==> src/rtl/uart_rx_stream.sv <==
// ============================================================================
// Module   : uart_rx_stream
// Brief    : Oversampling 8N1 UART receiver feeding a one-entry valid/ready
//            byte stream; flags framing errors and overruns.
// Revision : 1.0 - initial release
// ============================================================================
`default_nettype none

module uart_rx_stream #(
   parameter int CLKS_PER_BIT = 868,
   parameter int SYNC_STAGES  = 2
) (
   input  logic       clk,
   input  logic       rst_n,
   input  logic       i_rx,
   output logic [7:0] o_data,
   output logic       o_valid,
   input  logic       i_ready,
   output logic       o_frame_err,
   output logic       o_overrun,
   output logic       o_busy
);

   localparam int c_CNT_W = (CLKS_PER_BIT > 1) ? $clog2(CLKS_PER_BIT) : 1;
   localparam logic [c_CNT_W-1:0] c_CNT_HALF = c_CNT_W'(CLKS_PER_BIT / 2 - 1);
   localparam logic [c_CNT_W-1:0] c_CNT_FULL = c_CNT_W'(CLKS_PER_BIT - 1);

   typedef enum logic [2:0] {
      S_IDLE  = 3'd0,
      S_START = 3'd1,
      S_DATA  = 3'd2,
      S_STOP  = 3'd3,
      S_BREAK = 3'd4
   } state_t;

   logic [SYNC_STAGES-1:0] r_sync;
   logic                   w_rx_s;
   state_t                 r_state;
   logic [c_CNT_W-1:0]     r_cnt;
   logic [2:0]             r_idx;
   logic [7:0]             r_shreg;
   logic [7:0]             r_data;
   logic                   r_valid;
   logic                   r_frame_err;
   logic                   r_overrun;
   logic                   r_busy;

   always_ff @(posedge clk) begin
      if (!rst_n) begin
         r_sync <= '1;
      end else begin
         r_sync <= {r_sync[SYNC_STAGES-2:0], i_rx};
      end
   end

   assign w_rx_s = r_sync[SYNC_STAGES-1];

   always_ff @(posedge clk) begin
      if (!rst_n) begin
         r_state     <= S_IDLE;
         r_cnt       <= '0;
         r_idx       <= 3'd0;
         r_shreg     <= 8'd0;
         r_data      <= 8'd0;
         r_valid     <= 1'b0;
         r_frame_err <= 1'b0;
         r_overrun   <= 1'b0;
         r_busy      <= 1'b0;
      end else begin
         r_frame_err <= 1'b0;
         r_overrun   <= 1'b0;
         // A pop is scheduled first so that a same-cycle push overrides it.
         if (r_valid && i_ready) begin
            r_valid <= 1'b0;
         end
         case (r_state)
            S_IDLE: begin
               if (!w_rx_s) begin
                  r_state <= S_START;
                  r_busy  <= 1'b1;
                  r_cnt   <= '0;
               end
            end
            S_START: begin
               if (r_cnt == c_CNT_HALF) begin
                  if (!w_rx_s) begin
                     r_state <= S_DATA;
                     r_cnt   <= '0;
                     r_idx   <= 3'd0;
                  end else begin
                     r_state <= S_IDLE;
                     r_busy  <= 1'b0;
                  end
               end else begin
                  r_cnt <= r_cnt + c_CNT_W'(1);
               end
            end
            S_DATA: begin
               if (r_cnt == c_CNT_FULL) begin
                  r_shreg <= {w_rx_s, r_shreg[7:1]};
                  r_cnt   <= '0;
                  r_idx   <= r_idx + 3'd1;
                  if (r_idx == 3'd7) begin
                     r_state <= S_STOP;
                  end
               end else begin
                  r_cnt <= r_cnt + c_CNT_W'(1);
               end
            end
            S_STOP: begin
               if (r_cnt == c_CNT_FULL) begin
                  r_cnt <= '0;
                  if (w_rx_s) begin
                     if (!r_valid || i_ready) begin
                        r_data  <= r_shreg;
                        r_valid <= 1'b1;
                     end else begin
                        r_overrun <= 1'b1;
                     end
                     r_state <= S_IDLE;
                     r_busy  <= 1'b0;
                  end else begin
                     r_frame_err <= 1'b1;
                     r_state     <= S_BREAK;
                  end
               end else begin
                  r_cnt <= r_cnt + c_CNT_W'(1);
               end
            end
            S_BREAK: begin
               if (w_rx_s) begin
                  r_state <= S_IDLE;
                  r_busy  <= 1'b0;
               end
            end
            default: begin
               r_state <= S_IDLE;
               r_busy  <= 1'b0;
            end
         endcase
      end
   end

   assign o_data      = r_data;
   assign o_valid     = r_valid;
   assign o_frame_err = r_frame_err;
   assign o_overrun   = r_overrun;
   assign o_busy      = r_busy;

endmodule

`default_nettype wire

==> config.mk <==
export PLATFORM = sky130hd
export DESIGN_NAME = uart_rx_stream
export DESIGN_NICKNAME = d
export VERILOG_FILES = /design/src/rtl/uart_rx_stream.sv
export SDC_FILE = /design/constraint.sdc
export NUM_CORES = 1
export LEC_CHECK = 0
export ABC_CLOCK_PERIOD_IN_PS = 1600
export BUFFER_PORTS_ARGS = -buffer_cell sky130_fd_sc_hd__buf_4
export CORE_MARGIN = 2
export CORE_UTILIZATION = 52
export CTS_CLUSTER_DIAMETER = 60
export CTS_CLUSTER_SIZE = 8
export DETAILED_ROUTE_END_ITERATION = 7
export HOLD_SLACK_MARGIN = 0.02
export PLACE_DENSITY = 0.84
export SYNTH_ARGS = -nofsm -noshare
export SYNTH_HDL_FRONTEND = slang
export SYNTH_SLANG_ARGS = --single-unit
==> constraint.sdc <==
create_clock -name clk -period 1.6 [get_ports clk]
set_input_delay 0 -clock clk [delete_from_list [all_inputs] [get_ports clk]]
set_output_delay 0 -clock clk [all_outputs]
set_load 0.02 [all_outputs]
* After elaboration in Yosys (flattened, before gate mapping)
Cells that the tools add are included.
Widths: inputs -> output; s select.
** Storage, ports and cells
- Bits in registers :: 38
- Input port bits :: 4
- Output and inout bits :: 12
** Cells by class
- Add/subtract/negate cells :: 2
- Eq/ne operators :: 14
- Mux-type cells :: 29
- Bitwise operators :: 1
- Reductions and logical operators :: 14
** Operators by type and width (count)
- $mux 10 :: 3
- $mux 3 :: 10
- $pmux 10 s3 :: 1
- $reduce_and 4->1 :: 4
- $pmux 3 s5 :: 1
- $ne 2x2->1 const B :: 7
- $mux 1 :: 11
- $add 10x1->10 const B :: 1
- $eq 10x10->1 const B :: 1
- $eq 10x9->1 const B :: 1
- $eq 3x2->1 const B :: 2
- $eq 3x3->1 const B :: 2
- $pmux 3 s2 :: 1
- $reduce_and 6->1 :: 1
- $pmux 1 s5 :: 1
- $add 3x1->3 const B :: 1
- $eq 3x1->1 const B :: 1
- $logic_not 3->1 :: 1
- $reduce_and 3->1 :: 1
- $reduce_bool 3->1 :: 1
- $mux 2 :: 1
- $reduce_and 2->1 :: 1
- $reduce_bool 2->1 :: 1
- $reduce_or 2->1 :: 1
- other kinds (4) :: 4

* Logic depth before layout (Yosys ltp)
- Depth after elaboration :: 6
- Gate-level depth with buffers :: 7
- Depth with buffers taken out :: 7

* Worst setup path before layout
OpenSTA, ideal clock, no wires.
- Path type :: reg-to-reg
- From :: register r_cnt[1]
- To :: register r_cnt[5]
- Setup time :: 0.062 ns
- Arrival time :: 1.694 ns
- Data required time :: 1.538 ns
- Path slack :: -0.156 ns
- Cell stages (with the launch flop) :: 8
- Period minus slack after synthesis :: 1.756 ns
- Path through :: dfxtp_1 inv_1 ha_1 and4bb_2 a41oi_2 nand3_1 or3_1 nand3_1
** Between the ends
- Word-level cells in the longest chain between the ends :: 3
- Elaborated cells between the ends (all ways) :: 6
** RTL lines
- from (decl) :: line 39 : logic [c_CNT_W-1:0] r_cnt;
- from (signal assigned) :: line 95 : r_cnt <= r_cnt + c_CNT_W'(1);
- from (signal assigned) :: line 107 : r_cnt <= r_cnt + c_CNT_W'(1);
- from (signal assigned) :: line 127 : r_cnt <= r_cnt + c_CNT_W'(1);
- $add 10x1->10, or another cell as far along :: line 95, 107, 127
- $mux 10 (on tied branches) :: line 99, 111, 85
- $pmux 10 s3 (*) :: line 76 : case (r_state)
Every way passes the cells marked *; elsewhere a longest branch is shown, timed or not.
A chain may end at the register's enable or synchronous reset.

* Final worst setup path
- From :: register r_cnt[9]
- To :: register r_state[1]
** Between the ends
- Word-level cells in the longest chain between the ends :: 3
- Elaborated cells between the ends (all ways) :: 6
** RTL lines
- $eq 10x10->1 / $eq 10x9->1 (equally long branches) :: line 99, 111, 85
- $ne 2x2->1 (no line)
- $reduce_and 6->1 (no line) (*)
- to (signal assigned) :: line 104 : r_state <= S_STOP;
- to (signal assigned) :: line 120 : r_state <= S_IDLE;
- to (signal assigned) :: line 124 : r_state <= S_BREAK;
- to (decl) :: line 38 : state_t r_state;
Marked as above.

==> results.sh <==
export IMPL_status="finished, violations left"
export IMPL_violations="negative setup slack"
export IMPL_maxCapViolations=0
export IMPL_finalNetCount=267
export IMPL_critPathLaunch="r_cnt[9]"
export IMPL_drt_iter0_markers=131
export IMPL_antenna_found_initial=0
export IMPL_p_clk_share_pct=44.9
export IMPL_diodes=0
export IMPL_crit_required_ns=1.88
export IMPL_placed_cell_area_mm2=0.002130
export IMPL_numCtsBuffers=5
export IMPL_seq_area_frac_synth_pct=42.58
export IMPL_synth_compound_area_share_pct=14.64
export IMPL_finalHoldViolations=0
export IMPL_period_share_pct=110.0
export IMPL_drc_errors=0
export IMPL_endpoint="r_state[1]"
export IMPL_post_route_util_pct=77.63
export IMPL_end_kind="register"
export IMPL_die_w_um=62.62
export IMPL_synthesis_nets=212
export IMPL_dp_hpwl_mm=2.647
export IMPL_p_leak_nw=1.081
export IMPL_setup_ws_ns=-0.1592
export IMPL_clock_fmax_mhz=568.4
export IMPL_drv_slew=0
export IMPL_synth_edf_count=0
export IMPL_area_growth_pct=43.84
export IMPL_syn_area_per_cell_um2=8.758
export IMPL_clock_skew_ns=0.01203
export IMPL_power_internal_mw=1.541
export IMPL_synth_mux_area_share_pct=5.602
export IMPL_drtAntennaViolNets=0
export IMPL_synth_ff_type="dfxtp_1"
export IMPL_synth_area_leaders="dfxtp_1 43%, nand2_1 6.3%, mux2i_1 5.6%"
export IMPL_synth_top_area_share_pct=42.58
export IMPL_io_buffers=15
export IMPL_r2r_slack_ns=-0.16
export IMPL_r2r_start="r_cnt[9]"
export IMPL_powerDensity_mw_per_mm2=763.2
export IMPL_cts_sinks=38
export IMPL_row_count=21
export IMPL_gp_congestion=0.8997
export IMPL_track_usage_pct=23.81
export IMPL_cp_max_fo=4
export IMPL_wire_per_inst_um=16.93
export IMPL_synth_xor_area_share_pct=1.471
export IMPL_ys_types=41
export IMPL_coreArea_mm2=0.003311
export IMPL_overflow=0
export IMPL_swShare_pct=21.43
export IMPL_final_cell_mix="45 x buf_4, 31 x dfxtp_1, 26 x nand2_1, 12 x nor2b_1"
export IMPL_slew_headroom_pct=76.51
export IMPL_grt_pass1_wl_mm=7.293
export IMPL_clk_pin_slew_ns=0.12
export IMPL_synthArstFlopShare_pct=0
export IMPL_peakVddDrop_v=0.0005186
export IMPL_fin_crit_ns=1.759
export IMPL_final_common_cell="buf_4"
export IMPL_cts_tree="done"
export IMPL_clock_latency_ns=0.37
export IMPL_syn_inst=204
export IMPL_initial_utilization_pct=53.97
export IMPL_syn_area_mm2=0.001787
export IMPL_post_drt_via_cell_ratio=5.797
export IMPL_stdcell_area_mm2=0.002570
export IMPL_rsz0062_at_grt="yes"
export IMPL_pin_count=16
export IMPL_arrival_ns=2.04
export IMPL_synth_top_family_by_area="simple AND/OR/NAND/NOR gates"
export IMPL_dieArea_mm2=0.003921
export IMPL_grt_pass1_vias=1586
export IMPL_tightest_slew_ns=0.3514
export IMPL_die_h_um=62.62
export IMPL_synth_seq_cells=38
export IMPL_htreeDepth=2
export IMPL_cts_buffer_depth=2
export IMPL_cp_start_kind="register"
export IMPL_drtPass1Iterations=4
export IMPL_fillers=207
export IMPL_vias=1774
export IMPL_finalSetupViolCount=16
export IMPL_ys_warnings_count=0
export IMPL_r2r_end="r_state[1]"
export IMPL_yosys_area_share_simple_pct=29.06
export IMPL_clock_tree_root_cell="clkbuf_4"
export IMPL_drive_gt1_share_pct=39.23
export IMPL_dp_slack_ns=-0.1216
export IMPL_worstSetupPathType="register to register"
export IMPL_p_seq_share_pct=49.2
export IMPL_power_frac_comb_pct=5.9
export IMPL_ff2ff_path_depth=7
export IMPL_grt_max_degree=35
export IMPL_synthAdderAreaFrac_pct=2.801
export IMPL_drt_total_wl_mm=5.181
export IMPL_synth_largest_area_cell="dfxtp_1"
export IMPL_switchingPower_mw=0.4203
export IMPL_hold_class="register to register"
-- what timing repair did --
action                                 CTS  global route
pin swaps                                7            22
setup buffers                            4             6
resized for setup                       16            40
setup endpoints to repair               22            30
gates cloned                             0             1
hold buffers                             4             0
endpoints found under the hold margin    4             0
-- state kept, by name, summed over array words and instances, names as in the netlist --
| signal | flops |
|---|---|
| o_busy | 1 |
| o_data | 8 |
| o_frame_err | 1 |
| o_overrun | 1 |
| o_valid | 1 |
| r_cnt | 10 |
| r_idx | 3 |
| r_shreg | 8 |
| r_state | 3 |
| r_sync | 2 |
-- final cells by class --
class	instances	area (um2)	share of cell area [%]
Multi-Input combinational cell	152	1136	44.21
Sequential cell	38	769.5	29.94
Timing Repair Buffer	59	484.2	18.84
Clock inverter	2	60.06	2.337
Tap cell	46	57.56	2.240
Clock buffer	6	51.30	1.996
Inverter	3	11.26	0.4382
-- cell families after synthesis --
family / after synthesis
AOI/OAI and AO/OA: 39
xor gates and xnor gates: 3
adders and majority gates: 4
buffers and inverters: 14
DFF: 38
muxes: 10
and+or+nand+nor: 96
-- layer usage --
| metal | wire length [um] | vias to the layer above | part of all wire [%] | GRT usage, % |
|---|---|---|---|---|
| met4 | 158 | 0 | 3.0 | 8.611 |
| li1 | - | 833 | - | - |
| met1 | 2104 | 838 | 41 | 31.07 |
| met2 | 2537 | 82 | 49 | 37.10 |
| met5 | 0 | - | 0 | 0 |
| met3 | 381 | 21 | 7.4 | 7.568 |
-- metrics by stage --
step / cells / hold slack, ns / power (mW) / setup TNS, ns
finish: 306 / 0.4280 / 1.961 / -1.068
global route: 306 / 0.4460 / 2.008 / -2.156
CTS: 299 / 0.4312 / 1.923 / -0.3956
detailed placement: 283 / 0.1925 / 1.074 / -0.6818
global placement: 283 / 0.1840 / 1.072 / -0.1559
floorplan: 204 / 0.1015 / 1.040 / -0.7572
-- synthesized netlist by cell type (3+ instances only) --
library cell / instances
and3_1: 5
dfxtp_1: 38
ha_1: 4
nand3_1: 13
and4bb_2: 3
nor2b_1: 12
a21boi_0: 7
nor2_1: 12
or3_1: 5
a21oi_1: 7
o21ai_0: 10
nand2_1: 30
nor3_1: 3
inv_1: 3
mux2i_1: 10
nand2b_1: 4
clkbuf_1: 8
-- worst min path at each step --
stage                endpoint  cells after the start  startpoint
CTS                 r_sync[1]                      1   r_sync[0]
global route        r_sync[1]                      1   r_sync[0]
detailed placement  r_sync[0]                      2        i_rx
floorplan           r_sync[0]                      1        i_rx
finish              r_sync[1]                      1   r_sync[0]
global placement    r_sync[0]                      2        i_rx
-- power groups by stage --
| stage | Combinational [mW] | Clock, mW | Sequential (mW) |
|---|---|---|---|
| after floorplan | 0.0509 | 0 | 0.989 |
| after global placement | 0.0882 | 0 | 0.984 |
| after detailed placement | 0.0894 | 0 | 0.984 |
| after CTS | 0.101 | 0.859 | 0.963 |
| after global routing | 0.126 | 0.916 | 0.965 |
| final | 0.116 | 0.881 | 0.964 |
-- critical path, stage by stage, from the launching register on --
cell and delay (ns):
dfxtp_2 0.36, buf_6 0.12, and4bb_4 0.38, nand2_4 0.09, buf_6 0.13, nor4b_2 0.28, nor2_1 0.11, a211oi_2 0.23
Note: power is estimated with default switching activity, not from simulation.
